`config.mk`:
```
export PLATFORM = sky130hd
export DESIGN_NAME = hazard_controller
export DESIGN_NICKNAME = d
export VERILOG_FILES = /design/src/rtl/hazard_controller.sv
export SDC_FILE = /design/constraint.sdc
export NUM_CORES = 1
export LEC_CHECK = 0
export CAP_MARGIN = 5
export CORE_MARGIN = 4
export CORE_UTILIZATION = 40
export DETAILED_ROUTE_END_ITERATION = 16
export GPL_TIMING_DRIVEN = 0
export PLACE_DENSITY = 0.71
export RECOVER_POWER = 100
export REMOVE_ABC_BUFFERS = 1
export SYNTH_ARGS = -nofsm -noshare
export SYNTH_HDL_FRONTEND = slang
export SYNTH_SLANG_ARGS = --single-unit
```
`constraint.sdc`:
```
create_clock -name i_clk -period 5.9 [get_ports i_clk]
set_input_delay 0.885 -clock i_clk [delete_from_list [all_inputs] [get_ports i_clk]]
set_output_delay 0.885 -clock i_clk [all_outputs]
set_load 0.005 [all_outputs]
```
`src/rtl/hazard_controller.sv`:
```
// Pipeline hazard and stall sequencer: load-use bubbles, taken-branch flushes,
// multi-cycle execute sequencing and a saturating stall-cycle counter.
module hazard_controller #(
  parameter int unsigned MC_LATENCY = 4,
  parameter int unsigned CNT_W      = 16
) (
  input  logic             i_clk,
  input  logic             i_rst,
  input  logic [4:0]       i_src1_D,
  input  logic [4:0]       i_src2_D,
  input  logic [4:0]       i_Write_Reg_E,
  input  logic             i_MemRead_E,
  input  logic             i_branch_taken_E,
  input  logic             i_mc_start_E,
  input  logic             i_clear_stats,
  output logic             o_stall_F,
  output logic             o_stall_D,
  output logic             o_stall_E,
  output logic             o_flush_D,
  output logic             o_flush_E,
  output logic             o_flush_M,
  output logic             o_mc_busy,
  output logic             o_mc_done,
  output logic [CNT_W-1:0] o_stall_cycles
);

  typedef enum logic [0:0] {StRun, StMcBusy} state_e;

  localparam bit         McMulti = (MC_LATENCY > 1);
  localparam logic [3:0] CntLoad = 4'(MC_LATENCY - 1);

  state_e           state_q, state_d;
  logic [3:0]       cnt_q, cnt_d;
  logic [CNT_W-1:0] stall_cycles_q;
  logic             lu;

  assign lu = i_MemRead_E && (i_Write_Reg_E != 5'd0) &&
              ((i_src1_D == i_Write_Reg_E) || (i_src2_D == i_Write_Reg_E));

  always_comb begin
    state_d   = state_q;
    cnt_d     = cnt_q;
    o_stall_F = 1'b0;
    o_stall_D = 1'b0;
    o_stall_E = 1'b0;
    o_flush_D = 1'b0;
    o_flush_E = 1'b0;
    o_flush_M = 1'b0;
    o_mc_busy = 1'b0;
    o_mc_done = 1'b0;
    if (!i_rst) begin
      unique case (state_q)
        StRun: begin
          // Single-cycle latency: the op completes in place, no sequencing.
          if (!McMulti && i_mc_start_E) o_mc_done = 1'b1;
          if (i_branch_taken_E) begin
            o_flush_D = 1'b1;
            o_flush_E = 1'b1;
          end else if (McMulti && i_mc_start_E) begin
            o_stall_F = 1'b1;
            o_stall_D = 1'b1;
            o_stall_E = 1'b1;
            o_flush_M = 1'b1;
            o_mc_busy = 1'b1;
            state_d   = StMcBusy;
            cnt_d     = CntLoad;
          end else if (lu) begin
            o_stall_F = 1'b1;
            o_stall_D = 1'b1;
            o_flush_E = 1'b1;
          end
        end
        StMcBusy: begin
          o_mc_busy = 1'b1;
          if (cnt_q > 4'd1) begin
            o_stall_F = 1'b1;
            o_stall_D = 1'b1;
            o_stall_E = 1'b1;
            o_flush_M = 1'b1;
            cnt_d     = cnt_q - 4'd1;
          end else begin
            o_mc_done = 1'b1;
            state_d   = StRun;
            cnt_d     = 4'd0;
          end
        end
        default: begin
          state_d = StRun;
          cnt_d   = 4'd0;
        end
      endcase
    end
  end

  always_ff @(posedge i_clk) begin
    if (i_rst) begin
      state_q <= StRun;
      cnt_q   <= 4'd0;
    end else begin
      state_q <= state_d;
      cnt_q   <= cnt_d;
    end
  end

  always_ff @(posedge i_clk) begin
    if (i_rst || i_clear_stats) begin
      stall_cycles_q <= '0;
    end else if (o_stall_F && !(&stall_cycles_q)) begin
      stall_cycles_q <= stall_cycles_q + 1'b1;
    end
  end

  assign o_stall_cycles = stall_cycles_q;

endmodule

```
==> results.tsv <==
stage	metric	value	unit
outcome	status	complete, no violations	
drt	WL/cell	13.9	um
pwr	PwrDens	159	nW/um2
logic_synthesis	mapped cell area	1350	um2
drt	vias	1362	
grt	global route overflow	0	
logic_synthesis	synthesized flop and latch total	21	
clock_network	cts repair resizes	0	
place	DPL Wire Length	2700	um
setup_path	crit path cell chain	dlygate4sd3_1 -> or4_1 -> o21a_1 -> and2_1 -> a21o_1 -> dlygate4sd3_1	
logic_synthesis	Post-Synthesis Cells	167	
sta	final worst path period share	68.5	%
drt	DR iter-0 viols	61	
clock_network	TritonCTS clock tree	done	
place	IO buf count	44	
die	Die Area	4350	um2
sta	final hold vios	0	
sta	crit path time final	4.04	ns
setup_path	Top delay family on crit path	buffers and inverters	
logic_synthesis	post-synth cell types	41	
clock_network	Num CTS Buffers	3	
clock_network	CTS root buf	clkbuf_4	
clock_network	H-Tree Depth	1	
setup_path	peak fanout along the critical path	3	
pwr	P_sw	0.0828	mW
logic_synthesis	register area share after synthesis	31.3	%
grt	Tot GR Track Use	17.0	%
logic_synthesis	number of flops mapped to enable cells by yosys	0	
clock_network	clk slew on worst S/H paths	0.13	ns
die	die width	66.0	um
pwr	Comb power frac	22.1	%
pwr	share of power burned in registers	51.8	%
setup_path	most used cell, CP	dlygate4sd3_1	
clock_network	Max clock buf depth	2	
sta	Setup WS post-layout	1.86	ns
drt	Post-route DRC	0	
hold_path	class of the worst hold path	reg -> reg	
drt	Routed Antenna Nets	0	
sta	Pins Over Slew Limit	0	
pwr	share of total power in the clock network	26.2	%
pwr	Leak Pwr	0.698	nW
finish	fin area	1800	um2
sta	Setup Skew	0.00251	ns
grt	antenna violations before repair	0	
finish	non-filler cells, final	251	
setup_path	Setup Crit Path Kind	in -> out	
sta	Slew HR	33.8	%
pwr	internal power	0.203	mW
die	core area	3130	um2
finish	most common cell after layout, fill and taps aside	dlygate4sd3_1	
flow_run	max_cap viols	0	
setup_path	slowest stage cell, crit path	dlygate4sd3_1	
die	row count	20	
logic_synthesis	Syn. warnings	0	
finish	NumNets Final	232	
sta	Fmax	247	MHz
place	Final Wtd Congestion	0.750	
setup_path	Worst setup SP type	primary input	
die	I/O Pins	45	
pwr	Sw Ratio	29.0	%
logic_synthesis	fraction of registers with async set/reset	0	%
sta	RSZ-0062 raised after global routing	no	
pwr	Peak VDD IR	119	uV
grt	vias in the first global route	1359	
setup_path	CP Data Required Time	5.02	ns
logic_synthesis	Syn Area/Cell	8.05	um2
die	die outline height	66.0	um
place	cell count after placement	247	
finish	fraction of layout cells with a size suffix above 1	5.31	%
finish	most frequent cells in the layout	dlygate4sd3_1 (27), dfxtp_1 (21), nand2_1 (17), clkdlybuf4s50_1 (17), nor2_1 (13)	
logic_synthesis	Post-synth top flop	dfxtp_1	
finish	Layout area overhead	33.6	%
drt	Routed WL	3490	um
place	placed cell area	1790	um2
clock_network	Post-CTS Setup Repair Bufs	0	
finish	number of fill cells	301	
setup_path	slowest cell delay on critical path	0.61	ns
place	worst slack at placement	2.08	ns
finish	ANT cells	0	
die	Starting Density	43.0	%
sta	worst slew pin tran	0.994	ns
grt	largest net degree at the start of global routing	16	
clock_network	Clock Sinks	21	
clock_network	clock latency on the worst-skew pair	0.32	ns
drt	Via density	5.43	
drt	first drt pass iteration count	4	
sta	Setup Viol. Count Final	0	
setup_path	Buf+Inv Stages, Crit Path	2	
sta	TNS Setup	0	ns
setup_path	WP data arrival	3.16	ns
setup_path	Crit. End Element	output pin	
clock_network	# hold bufs at CTS	0	
grt	first-pass GRT wire length	6000	um
cells in the mapped netlist (4+ instances only):
cell type,number,area [um2]
nand4b_1,6,52.6
nor2_1,13,48.8
nand3_1,5,25.0
and3_1,4,25.0
or3_1,6,37.5
nand2_1,17,63.8
a21o_1,4,30.0
a21oi_2,5,43.8
and2_1,4,25.0
a21oi_1,9,45.0
xnor2_1,11,96.3
inv_1,7,26.3
dfxtp_1,21,420
nand4_1,4,25.0
o21ai_1,8,40.0
state kept, by name, indices dropped and copies added (netlist names):
| register | count |
|---|---|
| cnt_q | 4 |
| o_stall_cycles | 16 |
| state_q | 1 |
stage by stage:
stage               util [%]  hold slack, ns  total power, mW
floorplan                  -           0.464            0.184
global placement        57.1           0.479            0.215
detailed placement      57.1           0.481            0.218
CTS                     58.0           0.511            0.292
global route            57.4           0.537            0.302
finish                  57.4           0.505            0.285
final cells by class:
class,instances,area (um2),share of cell area (%)
clock buffer,3,22.5,1.25
clock inverter,1,5.00,0.279
inverter,7,26.3,1.46
multi-input combinational,131,827,46.0
sequential,21,420,23.4
tap,44,55.1,3.06
timing repair buffer,44,440,24.5
cells by family (layout without fill, tap and decap cells):
family	count (synthesis)	count (layout)	synth area share [%]
adders and majority gates	3	3	2.79
AOI/OAI and AO/OA	40	40	20.7
muxes	2	2	1.49
DFF	21	21	31.3
xor gates and xnor gates	11	11	7.16
buffers and inverters	15	55	5.95
and+or+nand+nor	75	75	30.7
worst paths after layout:
kind | slack, ns | cells past startpoint | endpoint | from
max reg2reg | 3.28 | 7 | o_stall_cycles[13]$_SDFFE_PP0P_ | o_stall_cycles[0]$_SDFFE_PP0P_
min | 0.50 | 2 | o_stall_cycles[5]$_SDFFE_PP0P_ | o_stall_cycles[5]$_SDFFE_PP0P_
min reg2reg | 0.50 | 2 | o_stall_cycles[5]$_SDFFE_PP0P_ | o_stall_cycles[5]$_SDFFE_PP0P_
max | 1.86 | 6 | o_stall_F | i_Write_Reg_E[1]
worst register-to-register path, cell delays in order (launching register included):
cell	delay, ns
dfxtp_1	0.44
ha_1	0.22
and3_1	0.21
and2_1	0.34
a311oi_2	0.16
a21oi_1	0.79
o21ai_0	0.26
a21oi_2	0.16
power groups by stage:
stage	Sequential [mW]	Combinational [mW]	Clock [mW]
floorplan	0.150	0.0339	0
finish	0.148	0.0630	0.0747
global placement	0.151	0.0644	0
detailed placement	0.151	0.0667	0
CTS	0.148	0.0669	0.0770
global route	0.148	0.0702	0.0836
metal layers:
metal  global-route usage, %  up-vias  wire (um)
met1                    20.5      645       1550
li1                        -      679          -
met2                    30.7       35       1780
met5                       0        -          0
met4                    5.08        0         31
met3                    2.89        3        126
Power figures use the tool's default switching activity.
